--- src/rtl/fpga_io_pkg.sv ---
// ============================================================================
// fpga_io_pkg : shared constants and key FSM encoding for the board-input path
// Revision    : 1.0
// ============================================================================
`default_nettype none

package fpga_io_pkg;

    typedef logic [1:0] key_state_t;

    localparam key_state_t KEY_IDLE         = 2'd0;
    localparam key_state_t KEY_PRESS_WAIT   = 2'd1;
    localparam key_state_t KEY_HELD         = 2'd2;
    localparam key_state_t KEY_RELEASE_WAIT = 2'd3;

    localparam int DEF_DEBOUNCE_CYCLES = 1000000;
    localparam int DEF_LONG_CYCLES     = 100000000;
    localparam int DEF_CNT_W           = 27;

    localparam int NUM_KEYS = 4;
    localparam int NUM_SW   = 10;

endpackage

`default_nettype wire

--- src/rtl/fpga_key_input_key_debounce.sv ---
// ============================================================================
// key_debounce : one pushbutton's synchronizer, debounce FSM and long-press timer
// Revision     : 1.0
// ============================================================================
`default_nettype none

module key_debounce
    import fpga_io_pkg::*;
#(
    parameter int DEBOUNCE_CYCLES = DEF_DEBOUNCE_CYCLES,
    parameter int LONG_CYCLES     = DEF_LONG_CYCLES,
    parameter int CNT_W           = DEF_CNT_W
) (
    input  logic clk,
    input  logic resetn,
    input  logic key_i,
    output logic press_o,
    output logic release_o,
    output logic held_o,
    output logic long_o
);

    localparam logic [CNT_W-1:0] DEB_LAST  = CNT_W'(DEBOUNCE_CYCLES - 1);
    localparam logic [CNT_W-1:0] LONG_LAST = CNT_W'(LONG_CYCLES - 1);
    localparam logic [CNT_W-1:0] CNT_ONE   = CNT_W'(1);

    logic             meta_q, sync_q;
    key_state_t       state_q, state_d;
    logic [CNT_W-1:0] cnt_q, cnt_d, lcnt_q, lcnt_d;
    logic             flag_q, flag_d;
    logic             press_q, press_d, release_q, release_d;
    logic             held_q, held_d, long_q, long_d;
    logic             pressed;

    assign pressed = ~sync_q;

    always_comb begin
        state_d   = state_q;
        cnt_d     = cnt_q;
        lcnt_d    = lcnt_q;
        flag_d    = flag_q;
        press_d   = 1'b0;
        release_d = 1'b0;
        long_d    = 1'b0;
        case (state_q)
            KEY_IDLE: begin
                if (pressed) begin
                    state_d = KEY_PRESS_WAIT;
                    cnt_d   = '0;
                end
            end
            KEY_PRESS_WAIT: begin
                if (!pressed) begin
                    state_d = KEY_IDLE;
                end else if (cnt_q == DEB_LAST) begin
                    state_d = KEY_HELD;
                    press_d = 1'b1;
                    lcnt_d  = '0;
                    flag_d  = 1'b0;
                end else begin
                    cnt_d = cnt_q + CNT_ONE;
                end
            end
            KEY_HELD: begin
                if (!pressed) begin
                    state_d = KEY_RELEASE_WAIT;
                    cnt_d   = '0;
                end else if (lcnt_q == LONG_LAST) begin
                    // Saturated: fire once per hold, then stay quiet
                    if (!flag_q) begin
                        long_d = 1'b1;
                        flag_d = 1'b1;
                    end
                end else begin
                    lcnt_d = lcnt_q + CNT_ONE;
                end
            end
            KEY_RELEASE_WAIT: begin
                if (pressed) begin
                    state_d = KEY_HELD;
                end else if (cnt_q == DEB_LAST) begin
                    state_d   = KEY_IDLE;
                    release_d = 1'b1;
                end else begin
                    cnt_d = cnt_q + CNT_ONE;
                end
            end
            default: state_d = KEY_IDLE;
        endcase
        held_d = (state_d == KEY_HELD) || (state_d == KEY_RELEASE_WAIT);
    end

    always_ff @(posedge clk or negedge resetn) begin
        if (!resetn) begin
            meta_q    <= 1'b1;
            sync_q    <= 1'b1;
            state_q   <= KEY_IDLE;
            cnt_q     <= '0;
            lcnt_q    <= '0;
            flag_q    <= 1'b0;
            press_q   <= 1'b0;
            release_q <= 1'b0;
            held_q    <= 1'b0;
            long_q    <= 1'b0;
        end else begin
            meta_q    <= key_i;
            sync_q    <= meta_q;
            state_q   <= state_d;
            cnt_q     <= cnt_d;
            lcnt_q    <= lcnt_d;
            flag_q    <= flag_d;
            press_q   <= press_d;
            release_q <= release_d;
            held_q    <= held_d;
            long_q    <= long_d;
        end
    end

    assign press_o   = press_q;
    assign release_o = release_q;
    assign held_o    = held_q;
    assign long_o    = long_q;

endmodule

`default_nettype wire

--- src/rtl/fpga_key_input.sv ---
// ============================================================================
// fpga_key_input : synchronizes/debounces KEY and SW into single-cycle events
// Revision       : 1.0
// ============================================================================
`default_nettype none

module fpga_key_input
    import fpga_io_pkg::*;
#(
    parameter int DEBOUNCE_CYCLES = DEF_DEBOUNCE_CYCLES,
    parameter int LONG_CYCLES     = DEF_LONG_CYCLES,
    parameter int CNT_W           = DEF_CNT_W
) (
    input  logic                clk,
    input  logic                resetn,
    input  logic [NUM_KEYS-1:0] KEY,
    input  logic [NUM_SW-1:0]   SW,
    output logic [NUM_KEYS-1:0] key_press,
    output logic [NUM_KEYS-1:0] key_release,
    output logic [NUM_KEYS-1:0] key_held,
    output logic [NUM_KEYS-1:0] long_press,
    output logic [NUM_SW-1:0]   sw_sync,
    output logic [NUM_SW-1:0]   sw_change
);

    for (genvar i = 0; i < NUM_KEYS; i++) begin : g_key
        key_debounce #(
            .DEBOUNCE_CYCLES(DEBOUNCE_CYCLES),
            .LONG_CYCLES    (LONG_CYCLES),
            .CNT_W          (CNT_W)
        ) u_key (
            .clk      (clk),
            .resetn   (resetn),
            .key_i    (KEY[i]),
            .press_o  (key_press[i]),
            .release_o(key_release[i]),
            .held_o   (key_held[i]),
            .long_o   (long_press[i])
        );
    end

    logic [NUM_SW-1:0] sw_meta_q, sw_sync_q, sw_change_q, sw_change_d;
    logic [1:0]        prime_q;

    // Change detect is suppressed until the synchronizer has filled after reset
    assign sw_change_d = (prime_q == 2'd3) ? (sw_meta_q ^ sw_sync_q) : '0;

    always_ff @(posedge clk or negedge resetn) begin
        if (!resetn) begin
            sw_meta_q   <= '0;
            sw_sync_q   <= '0;
            sw_change_q <= '0;
            prime_q     <= 2'd0;
        end else begin
            sw_meta_q   <= SW;
            sw_sync_q   <= sw_meta_q;
            sw_change_q <= sw_change_d;
            if (prime_q != 2'd3) begin
                prime_q <= prime_q + 2'd1;
            end
        end
    end

    assign sw_sync   = sw_sync_q;
    assign sw_change = sw_change_q;

endmodule

`default_nettype wire

--- config.mk ---
export PLATFORM = sky130hd
export DESIGN_NAME = fpga_key_input
export DESIGN_NICKNAME = d
export VERILOG_FILES = /design/src/rtl/fpga_io_pkg.sv /design/src/rtl/fpga_key_input_key_debounce.sv /design/src/rtl/fpga_key_input.sv
export SDC_FILE = /design/constraint.sdc
export NUM_CORES = 1
export LEC_CHECK = 0
export CAP_MARGIN = 10
export CORE_UTILIZATION = 35
export CTS_BUF_LIST = sky130_fd_sc_hd__clkbuf_4
export DETAILED_ROUTE_END_ITERATION = 10
export PLACE_DENSITY = 0.48
export SYNTH_ARGS = -nofsm -noshare
export SYNTH_HDL_FRONTEND = slang
export SYNTH_SLANG_ARGS = --single-unit
--- constraint.sdc ---
create_clock -name clk -period 2.68 [get_ports clk]
set_input_delay 0.536 -clock clk [delete_from_list [all_inputs] [get_ports clk]]
set_output_delay 0.536 -clock clk [all_outputs]
set_load 0.01 [all_outputs]
==> results.toml <==
[setup_path]
cp.required_ns = 3.40
cp.arrival_ns = 3.19
worstSetupStartpointType = "flop"
end_kind = "flop"
crit_type = "flop to flop"
crit_fanout = 16

[sta]
fin_crit_ns = 2.48
setup_viol = 0
slew_headroom_pct = 51.2
hold_viol = 0
fin_crit_sh_pct = 92.4
finalHoldWorstSlack_ns = 0.132
skew_ns = 0.0527
slew_violations = 0
worstMarginPinSlew_ns = 0.722
fmax_mhz = 404
setup_ws_ns = 0.204
tns_ns = 0
rsz0062_at_grt = "no"

[global_routing]
grt_pass1_vias = 13780
grt_antenna_before_repair = 2
met2_usage_pct = 27.7
grt_first_pass_wirelength_um = 69200
busiest_layer = "met2"
track_usage_pct = 17.7
grt_use_met3_pct = 4.03
grt_overflow_total = 0
grtUsageMet1_pct = 24.0
grt_max_degree = 54

[yosys]
synth.distinct_cells = 82
synth-compound-area-share_pct = 16.2
synthCells = 1713
yosysMostFrequentCell = "dfrtp_1"
synth_fp_nets = 1758
synth_top_family_by_area = "simple AND/OR/NAND/NOR gates"
ys_top_cells_by_count = "dfrtp_1 (276), a21oi_1 (128), nand2_1 (119)"
ys.flop_type = "dfrtp_1"
synth_area_um2 = 15900
synth_top_area_share_pct = 43.3
ys_seq_area_share_pct = 44.7
post_synth_xor_area_fraction_pct = 3.35
synth_async_sr_flop_share_pct = 100
yosys-top-cells-area = "dfrtp_1 (43%), a21oi_1 (4.0%), o31ai_1 (3.5%), or4_1 (3.4%), nand4_1 (3.2%)"
synth_top_cell_by_area = "dfrtp_1"
synth_edf_count = 0
yosysWarnings = 0
synthAdderAreaFrac_pct = 2.28
synth_mux_area_share_pct = 0.864
ys_ff_latch = 284
syn_area_per_cell_um2 = 9.30
yosys.area_share.simple_pct = 28.6

[placement]
io_buffers = 51
place_hpwl_um = 26500
finalWeightedCongestion = 0.788
pre_cts_ws_ns = 0.172
dp.cells = 2316

[clock_network]
cts.path.max_buffers = 3
clkSinkCount = 284
root_buffer = "clkbuf_4"
clk_pin_slew_ns = 0.06
cts-htree-levels = 3
cts_tree = "done"
clock_latency_ns = 0.81
numCtsBuffers = 85

[die]
die-area_um2 = 46400
die_w_um = 215
core_area_um2 = 44600
rows = 77
initial_utilization_pct = 35.7
die_h_um = 215
num_io_pins = 52

[detailed_routing]
drt_wl_total_um = 40100
drcViolationCount = 0
wl_per_cell_um = 16.2
ant_nets = 0
via_count = 13831
first_pass_iters = 5
via_per_inst = 5.58
detail_route.iter0.violations = 807

[outcome]
status = "finished clean"

[power_and_ir_drop]
peakVddDrop_uv = 370
powerDensity_nw_per_um2 = 658
power_frac_seq_pct = 38.2
p_comb_share_pct = 26.1
internal_power_mw = 7.79
p_switching_mw = 4.35
power.leakage_nw = 7.11
clock_power_share_pct = 35.7
switching_share_pct = 35.8

[run]
maxCapViolations = 0

[layout]
drive_above_1_share_pct = 13.6
fillers = 4451
regArea_um2 = 7120
nets = 1860
final_cells = 2478
areaGrowthSynthToFinish_pct = 15.8
multi_input_area_um2 = 8220

[hold_path]
hp-class = "input pin to flop"
-- critical path, cell delays in order, from the launching register on --
cell and delay [ns]:
dfrtp_1 0.39, inv_1 0.09, ha_1 0.21, buf_4 0.17
or3_1 0.31, o31ai_1 0.16, o31ai_4 0.18, buf_4 0.22
or4_1 0.51, a21oi_1 0.16
-- power by group through the flow --
stage	logic, mW	clock network (mW)	registers (mW)
global route	3.51	4.79	4.66
floorplan	2.09	0	4.68
global placement	3.18	0	4.71
finish	3.17	4.33	4.64
CTS	3.21	4.56	4.64
detailed placement	3.20	0	4.71
-- registers in the layout, summed over array words and instances, names as in the netlist --
name and count:
g_key.u_key.long_o 4, g_key.u_key.state_q 8, g_key.u_key.lcnt_q 108, g_key.u_key.sync_q 4, g_key.u_key.press_o 4, g_key.u_key.held_o 4, sw_meta_q 10, g_key.u_key.cnt_q 108
sw_sync 10, g_key.u_key.flag_q 4, prime_q 2, sw_change 10, g_key.u_key.meta_q 4, g_key.u_key.release_o 4
-- final timing paths --
path,endpoint,slack (ns),depth (start not counted),from
worst max-delay path,g_key[3].u_key.cnt_q[9]$_DFFE_PN0P_,0.20,9,g_key[3].u_key.state_q[0]$_DFF_PN0_
worst min-delay path,g_key[2].u_key.meta_q$_DFF_PN1_,0.13,1,KEY[2]
worst max register to register,g_key[3].u_key.cnt_q[9]$_DFFE_PN0P_,0.20,9,g_key[3].u_key.state_q[0]$_DFF_PN0_
worst min register to register,g_key[0].u_key.sync_q$_DFF_PN1_,0.35,0,g_key[0].u_key.meta_q$_DFF_PN1_
max in group asynchronous,g_key[3].u_key.sync_q$_DFF_PN1_,1.63,3,resetn
min in group asynchronous,g_key[2].u_key.cnt_q[16]$_DFFE_PN0P_,0.27,2,resetn
-- placed cells by master, fill, tap and decap left out, drive strengths merged, types with 9 or more instances in the layout --
master	count
nor3b	9
buf	68
o31ai	76
a31o	9
or4	76
nand2	119
o211ai	26
o21ai	81
clkinv	25
ha	29
nor4	51
nor4b	15
a21oi	129
nand3	85
nand3b	10
nand4	81
or3	38
and4	29
nand2b	17
xnor2	36
and2	26
o311ai	11
clkbuf	125
nor3	49
nor2	101
dfrtp	276
inv	39
nor2b	19
clkdlybuf4s50	50
and3	36
xor2	25
-- area by class of cell --
type                            count  area share [%]
Multi-Input combinational cell   1287            44.5
Sequential cell                   284            38.6
Timing Repair Buffer              119            6.05
Clock buffer                      125            5.09
Tap cell                          592            4.02
Clock inverter                     28           0.888
Inverter                           38           0.773
Antenna cell                        5          0.0678
-- metrics by stage --
step	utilization, %	area (um2)	total power [mW]
after detailed placement	38.7	17300	7.91
after CTS	41.2	18400	12.4
after global routing	41.4	18400	13.0
after floorplan	-	15900	6.77
final	41.4	18400	12.1
after global placement	38.7	17300	7.89
-- cell families after synthesis --
family | Yosys count
and+or+nand+nor | 786
AOI/OAI and AO/OA | 398
DFF | 284
buffers and inverters | 142
xor gates and xnor gates | 61
adders and majority gates | 29
muxes | 13
-- timing repair --
item / CTS / global route
gates resized for setup: 0 / 3
hold buffers: 1 / 0
buffers inserted: 0 / 3
endpoints found under the setup margin: 0 / 16
hold endpoints to repair: 53 / 0
-- routing by layer --
metal / share of wire, % / vias up
met1: 48 / 6765
met3: 3.8 / 63
met5: 0 / -
met4: 2.1 / 0
li1: - / 6791
met2: 46 / 212
No activity file was read; power rests on OpenSTA's default activity.
